### config.mk
export PLATFORM = sky130hd
export DESIGN_NAME = retospect_bs_loader
export DESIGN_NICKNAME = d
export VERILOG_FILES = /design/src/rtl/retospect_bs_loader.sv
export SDC_FILE = /design/constraint.sdc
export NUM_CORES = 1
export LEC_CHECK = 0
export CAP_MARGIN = 20
export CORE_ASPECT_RATIO = 0.8
export CORE_MARGIN = 2
export CORE_UTILIZATION = 55
export DETAILED_ROUTE_END_ITERATION = 12
export PLACE_DENSITY_LB_ADDON = 0.2
export REMOVE_ABC_BUFFERS = 1
export SLEW_MARGIN = 20
export SYNTH_ARGS = -nofsm -noshare
export SYNTH_HDL_FRONTEND = slang
export SYNTH_SLANG_ARGS = --single-unit
export TNS_END_PERCENT = 30
### constraint.sdc
create_clock -name clk -period 2.3 [get_ports clk]
set_input_delay 0.575 -clock clk [delete_from_list [all_inputs] [get_ports clk]]
set_output_delay 0.575 -clock clk [all_outputs]
set_load 0.03 [all_outputs]
### src/rtl/retospect_bs_loader.sv
// retospect_bs_loader
// Transmit end of the neurochip configuration shift chain. Takes configuration
// bytes from a valid/ready stream, shifts exactly CHAIN_LEN bits LSB-first into
// the chain (bs_in, gated by config_en), reassembles the bits displaced out of
// bs_out into readback bytes, then fires a one-cycle reset_nn and a done pulse.
//
// Ports:
//   clk, reset          clock, synchronous active-high reset
//   start               begin a load (honoured only when idle)
//   in_data/in_valid/in_ready   configuration byte stream, bit 0 shifted first
//   config_en, bs_in    registered chain shift enable and serial data
//   bs_out              serial bit leaving the far end of the chain
//   reset_nn            registered one-cycle neuron/clock restart pulse
//   rb_data/rb_valid    readback byte strobe, first displaced bit in bit 0
//   busy, done          load in progress / one-cycle completion pulse
//   bit_count           bits shifted so far in the current load
module retospect_bs_loader #(
  parameter int CHAIN_LEN = 523,
  parameter int CNT_W     = 10
) (
  input  logic             clk,
  input  logic             reset,
  input  logic             start,
  input  logic [7:0]       in_data,
  input  logic             in_valid,
  output logic             in_ready,
  output logic             config_en,
  output logic             bs_in,
  input  logic             bs_out,
  output logic             reset_nn,
  output logic [7:0]       rb_data,
  output logic             rb_valid,
  output logic             busy,
  output logic             done,
  output logic [CNT_W-1:0] bit_count
);

  localparam logic [CNT_W-1:0] LEN_C    = CNT_W'(CHAIN_LEN);
  localparam logic [CNT_W-1:0] LAST_C   = CNT_W'(CHAIN_LEN - 1);
  localparam logic [CNT_W-1:0] NBYTES_C = CNT_W'((CHAIN_LEN + 7) / 8);

  typedef enum logic [1:0] {S_IDLE, S_LOAD, S_NNPULSE, S_FINISH} state_t;

  state_t           state_q;
  logic [7:0]       hold_q;
  logic             hold_full_q;
  logic [7:0]       sh_q;
  logic [3:0]       sh_cnt_q;
  logic [CNT_W-1:0] acc_cnt_q;
  logic [CNT_W-1:0] bit_cnt_q;
  logic [CNT_W-1:0] rx_cnt_q;
  logic [7:0]       rb_sr_q;
  logic [2:0]       rb_cnt_q;
  logic             config_en_q;
  logic             bs_in_q;
  logic             reset_nn_q;
  logic [7:0]       rb_data_q;
  logic             rb_valid_q;
  logic             busy_q;
  logic             done_q;

  logic             use_hold;
  logic [7:0]       buf_d;
  logic [3:0]       buf_cnt_d;
  logic             emit_d;
  logic             take;
  logic             last_smp;
  logic [7:0]       rb_byte_d;

  // An empty shift buffer draws straight from the hold register in the same
  // cycle, so a byte arriving every 8 cycles keeps config_en continuously high.
  always_comb begin
    in_ready  = (state_q == S_LOAD) && !hold_full_q && (acc_cnt_q < NBYTES_C);
    take      = in_valid && in_ready;
    use_hold  = (sh_cnt_q == 4'd0) && hold_full_q;
    buf_d     = use_hold ? hold_q : sh_q;
    buf_cnt_d = use_hold ? 4'd8 : sh_cnt_q;
    // Pad bits of the last byte are never shifted: the bit_count bound stops them.
    emit_d    = (state_q == S_LOAD) && (buf_cnt_d != 4'd0) && (bit_cnt_q < LEN_C);
    // The sample taken in the cycle of the final registered config_en.
    last_smp  = config_en_q && (rx_cnt_q == LAST_C);
    rb_byte_d = rb_sr_q | (8'(bs_out) << rb_cnt_q);
  end

  always_ff @(posedge clk) begin
    if (reset) begin
      state_q     <= S_IDLE;
      hold_q      <= '0;
      hold_full_q <= 1'b0;
      sh_q        <= '0;
      sh_cnt_q    <= '0;
      acc_cnt_q   <= '0;
      bit_cnt_q   <= '0;
      rx_cnt_q    <= '0;
      rb_sr_q     <= '0;
      rb_cnt_q    <= '0;
      config_en_q <= 1'b0;
      bs_in_q     <= 1'b0;
      reset_nn_q  <= 1'b0;
      rb_data_q   <= '0;
      rb_valid_q  <= 1'b0;
      busy_q      <= 1'b0;
      done_q      <= 1'b0;
    end else begin
      rb_valid_q  <= 1'b0;
      reset_nn_q  <= 1'b0;
      done_q      <= 1'b0;
      config_en_q <= emit_d;

      if (emit_d) begin
        bs_in_q   <= buf_d[0];
        sh_q      <= buf_d >> 1;
        sh_cnt_q  <= buf_cnt_d - 4'd1;
        bit_cnt_q <= bit_cnt_q + 1'b1;
        if (use_hold) hold_full_q <= 1'b0;
      end

      if (take) begin
        hold_q      <= in_data;
        hold_full_q <= 1'b1;
        acc_cnt_q   <= acc_cnt_q + 1'b1;
      end

      // Readback: bit i lands at position i of its byte; the final partial
      // byte goes out with zeros above its last captured bit.
      if (config_en_q) begin
        rx_cnt_q <= rx_cnt_q + 1'b1;
        if ((rb_cnt_q == 3'd7) || last_smp) begin
          rb_data_q  <= rb_byte_d;
          rb_valid_q <= 1'b1;
          rb_sr_q    <= '0;
          rb_cnt_q   <= '0;
        end else begin
          rb_sr_q  <= rb_byte_d;
          rb_cnt_q <= rb_cnt_q + 3'd1;
        end
      end

      case (state_q)
        S_IDLE: begin
          if (start) begin
            state_q     <= S_LOAD;
            busy_q      <= 1'b1;
            bit_cnt_q   <= '0;
            acc_cnt_q   <= '0;
            rx_cnt_q    <= '0;
            hold_full_q <= 1'b0;
            sh_cnt_q    <= '0;
            rb_sr_q     <= '0;
            rb_cnt_q    <= '0;
          end
        end
        S_LOAD: begin
          if (last_smp) begin
            state_q    <= S_NNPULSE;
            reset_nn_q <= 1'b1;
          end
        end
        S_NNPULSE: begin
          state_q <= S_FINISH;
          busy_q  <= 1'b0;
          done_q  <= 1'b1;
        end
        default: state_q <= S_IDLE;
      endcase
    end
  end

  assign config_en = config_en_q;
  assign bs_in     = bs_in_q;
  assign reset_nn  = reset_nn_q;
  assign rb_data   = rb_data_q;
  assign rb_valid  = rb_valid_q;
  assign busy      = busy_q;
  assign done      = done_q;
  assign bit_count = bit_cnt_q;

endmodule

======== Word-level counts from Yosys, hierarchy flattened ========
Index checks and enable logic that the tools add are counted.
storage, ports and cells
  register bits after elaboration ......... 77
  bits in latches ......................... 0
  RAM bits ................................ 0
  memory bits (read-only) ................. 0
  bits of input ports ..................... 13
  output and inout bits ................... 25
  word-level logic and storage cells ...... 87
  memories ................................ 0
operators by class
  $add $sub $neg .......................... 5
  multipliers ............................. 0
  div/mod/pow operators ................... 0
  $lt $le $gt $ge ......................... 2
  equality and inequality tests ........... 6
  shifts and indexed selects .............. 1
  muxes and demuxes ....................... 35
  bitwise operators ....................... 3
  reductions and logical operators ........ 18
operator list
  cell                     count
  $mux W10                 9
  $mux W8                  5
  $add A10 B1 Y10 const B  3
  $mux W4                  4
  $mux W3                  4
  $eq A10 B10 Y1 const B   1
  $lt A10 B10 Y1 const B   1
  $lt A10 B7 Y1 const B    1
  $mux W1                  9
  $or A8 B8 Y8             1
  $shl A1 B3 Y8            1
  $logic_and A1 B1 Y1      7
  $pmux W2 S3              1
  $reduce_and A2 Y1        3
  $logic_not A4 Y1         1
  $mux W2                  2
  $ne A2 B2 Y1 const B     2
  $reduce_bool A4 Y1       1
  $reduce_or A2 Y1         2
  $sub A4 B1 Y4 const B    1
  $add A3 B1 Y3 const B    1
  $eq A3 B3 Y1 const B     1
  $eq A2 B1 Y1 const B     1
  $eq A2 B2 Y1 const B     1
  other kinds (6)          7

======== Depth between registers and ports, before layout ========
  depth after elaboration ................. 10
  gate-level depth with buffers ........... 8
  mapped depth without buffers ............ 6

======== Worst setup path after synthesis ========
OpenSTA, ideal clock, no wires.
  path kind ............................... register -> output
  from .................................... register acc_cnt_q[5]
  to ...................................... output in_ready
  arrival time ............................ 1.692 ns
  required time ........................... 1.725 ns
  slack ................................... 0.033 ns
  cell stages (with the launch flop) ...... 5
  buffers on the path ..................... 1
  cells stage by stage .................... dfxtp_1 > or4_4 > o21ai_0 > clkbuf_1 > and3_1
on the way
  word-level cells in the longest chain between the ends .. 2
ends and longest elaborated chain
  element                   line  source
  start: declaration        49    logic [CNT_W-1:0] acc_cnt_q;
  start signal: assignment  121   acc_cnt_q <= acc_cnt_q + 1'b1;
  $lt A10 B7 Y1             73    in_ready = (state_q == S_LOAD) && !hold_full_q && (acc_cnt_q < NBYTES_C);
  $logic_and A1 B1 Y1       73
  end: declaration          26    output logic in_ready,
Every way passes these cells.

======== Worst setup path in the final report ========
  from .................................... register acc_cnt_q[4]
  to ...................................... output in_ready
The elaborated chain is that of the path after synthesis.

==> flow_summary.json <==
{
  "ys_seq_elements": 77,
  "r2r_slack_ns": 0.23,
  "cp_max_fo": 2,
  "worst_slew_pin_slew_ns": 0.4654,
  "peakVddDrop_mv": 0.3834,
  "grt_pass1_vias": 2788,
  "synth-main-ff-cell": "dfxtp_1",
  "stdcell_count": 505,
  "dp_slack_ns": 0.2591,
  "p_leak_nw": 1.385,
  "start_kind": "register",
  "port-buffer-count": 37,
  "cts_hold_repair.buffers": 0,
  "synth.avg_cell_area_um2": 8.889,
  "worst_setup_path_end_kind": "primary output",
  "synth_most_common_cell": "dfxtp_1",
  "synth_top_area_frac": 0.4625,
  "die_y_um": 73.63,
  "r2r_start": "sh_cnt_q[0]",
  "ff_latch_area_um2": 1545,
  "chipWidth_um": 91.04,
  "numCtsBuffers": 9,
  "cts_buffer_depth": 2,
  "grt_remaining_overflow": 0,
  "dp_hpwl_um": 5305,
  "vias_per_cell": 5.786,
  "power.density_nw_per_um2": 766.9,
  "nFillCells": 490,
  "min_period_ns": 2.280,
  "htreeDepth": 3,
  "insertion_delay_ns": 0.34,
  "fmax_mhz": 438.7,
  "min_to": "acc_cnt_q[8]",
  "layout.nets": 443,
  "clk_pin_slew_ns": 0.07,
  "cts-root-buf": "clkbuf_8",
  "setup_slack_ns": 0.02038,
  "rr_worst_depth": 6,
  "clock_skew_ns": 0.008246,
  "via_count": 2922,
  "seq_area_frac_synth": 0.4625,
  "drc": 0,
  "hp-start": "acc_cnt_q[8]",
  "wl_per_cell_um": 14.62,
  "drt_wl_total_um": 7383,
  "busiest_layer": "met2",
  "antenna_found_initial": 0,
  "first_pass_iters": 4,
  "start_util": 0.5668,
  "min-delay-path-class": "reg2reg",
  "grt_pass1_wl_um": 12680,
  "use_met3": 0.06359,
  "rows": 25,
  "synth_top_cell_by_area": "dfxtp_1",
  "dieArea_um2": 6703,
  "clkSinkCount": 77,
  "grtUsageMet2": 0.3868,
  "core_um2": 5881,
  "drive_gt1_frac": 0.1038,
  "multi_input_area_um2": 1682,
  "worstPathRequired_ns": 1.73,
  "ioPinCount": 38,
  "area_growth_pct": 21.17,
  "synthTopCellsByArea": "dfxtp_1 46%, a21oi_1 5.3%, nor2_1 4.4%",
  "grt_max_degree": 33,
  "hold_ws_ns": 0.4646,
  "antenna_left": 0,
  "cp.arrival_ns": 1.70,
  "hold_violations": 0,
  "crit_type": "reg2out",
  "synth_edf_count": 0,
  "synth.top_cells.by_count": "77 x dfxtp_1, 39 x nor2_1, 35 x a21oi_1",
  "diodes": 0,
  "grtUsageTotal": 0.2352,
  "status": "complete, no violations",
  "ys_warn_count": 0,
  "utilization": 0.6868,
  "cts_tree": "yes",
  "grtUsageMet1": 0.3054,
  "place.gp.congestion": 0.8806,
  "finalSetupViolCount": 0,
  "dp_cells": 488,
  "yosysUniqueCellTypes": 40,
  "drtIter0Drc": 159,
  "rsz0062_at_grt": "true",
  "netlist_area_um2": 3333,
  "rr_endpoint": "bit_count[2]",
  "synth_cells": 375,
  "synth-async-reset-ratio": 0,
  "maxSlewHeadroom": 0.6854,
  "min_period_over_period": 0.9911,
  "hold_depth": 1,
  "maxCapViolations": 0,
  "drv_slew": 0
}
==> power breakdown <==
| group | switching [mW] | total (mW) | internal [mW] |
|---|---|---|---|
| clock network | 0.446 | 0.860 | 0.414 |
| logic | 0.473 | 0.782 | 0.308 |
| registers | 0.0487 | 1.46 | 1.41 |
| total | 0.968 | 3.10 | 2.13 |
==> area by class of cell <==
cell class                 instances  area share
tap                               81     0.02509
clock buffer                      13     0.03687
clock inverter                     2    0.002478
inverter                           8    0.007435
sequential                        77      0.3826
multi-input combinational        267      0.4164
timing repair buffer              57      0.1292
==> worst max-delay path, stage by stage, from the launching register on <==
cell,delay [ns]
dfxtp_2,0.32
or4_4,0.54
o21ai_2,0.18
and3_1,0.19
buf_6,0.13
==> how the worst max path moves through the flow <==
| stage | end | cells past startpoint | slack, ns | start |
|---|---|---|---|---|
| after floorplan | in_ready | 3 | -0.20 | acc_cnt_q[5] |
| after CTS | in_ready | 4 | 0.009 | acc_cnt_q[5] |
| after detailed placement | acc_cnt_q[5] | 4 | 0.26 | in_valid |
| after global placement | bit_count[6] | 4 | 0.25 | reset |
| final | in_ready | 4 | 0.02 | acc_cnt_q[4] |
| after global routing | in_ready | 4 | -0.03 | acc_cnt_q[4] |
==> state kept, by name, summed over array words and instances, names as in the netlist <==
| name | flops |
|---|---|
| rb_data | 8 |
| rb_valid | 1 |
| rb_cnt_q | 3 |
| state_q | 2 |
| reset_nn | 1 |
| hold_full_q | 1 |
| done | 1 |
| bs_in | 1 |
| acc_cnt_q | 10 |
| bit_count | 10 |
| rx_cnt_q | 10 |
| sh_cnt_q | 4 |
| rb_sr_q | 8 |
| hold_q | 8 |
| config_en | 1 |
| busy | 1 |
| sh_q | 7 |
==> through the flow <==
step / area (um2) / total power [mW] / setup TNS, ns
after detailed placement: 3854 / 2.251 / 0
after floorplan: 3243 / 1.941 / -0.1984
after global placement: 3854 / 2.232 / 0
final: 4039 / 3.097 / 0
after CTS: 4016 / 3.102 / 0
after global routing: 4039 / 3.258 / -0.03074
==> metal layers <==
layer,up-vias,routed length (um),share of wire
met3,8,394,0.053
met1,1377,3549,0.48
met5,-,0,0
met4,0,60,0.0081
met2,74,3378,0.46
li1,1463,-,-
==> layout by cell type (no fill, tap or decap), drive strengths merged, types with 4 or more instances in the layout <==
cell            n
nand2          14
a211oi         19
nor4b           5
inv             8
and4            4
and3            5
ha             10
xnor2           4
o31ai           8
clkbuf         13
nand3          18
o211ai          5
nor2           39
mux2i          10
or4             9
nand2b          4
clkdlybuf4s50  36
and2            5
nand4           7
a31oi           5
nor3           11
dfxtp          77
a21oi          35
o21ai          20
buf            21
nor2b           6
xor2            6
==> cell families after synthesis <==
family                   share of synthesized area
adder cells (fa/ha/maj)                    0.03754
AO/OA/AOI/OAI                               0.1911
multiplexers                               0.03003
flip-flops                                  0.4625
buffers and inverters                      0.03603
XOR/XNOR                                   0.02628
AND/OR/NAND/NOR                             0.2166
==> what timing repair did <==
action | 4_1_cts | 5_1_grt
resized for setup | 2 | 4
pin swaps | 0 | 3
setup buffers | 0 | 2
endpoints found under the setup margin | 1 | 1
hold endpoints to repair | 0 | 0
Power figures use the tool's default switching activity.
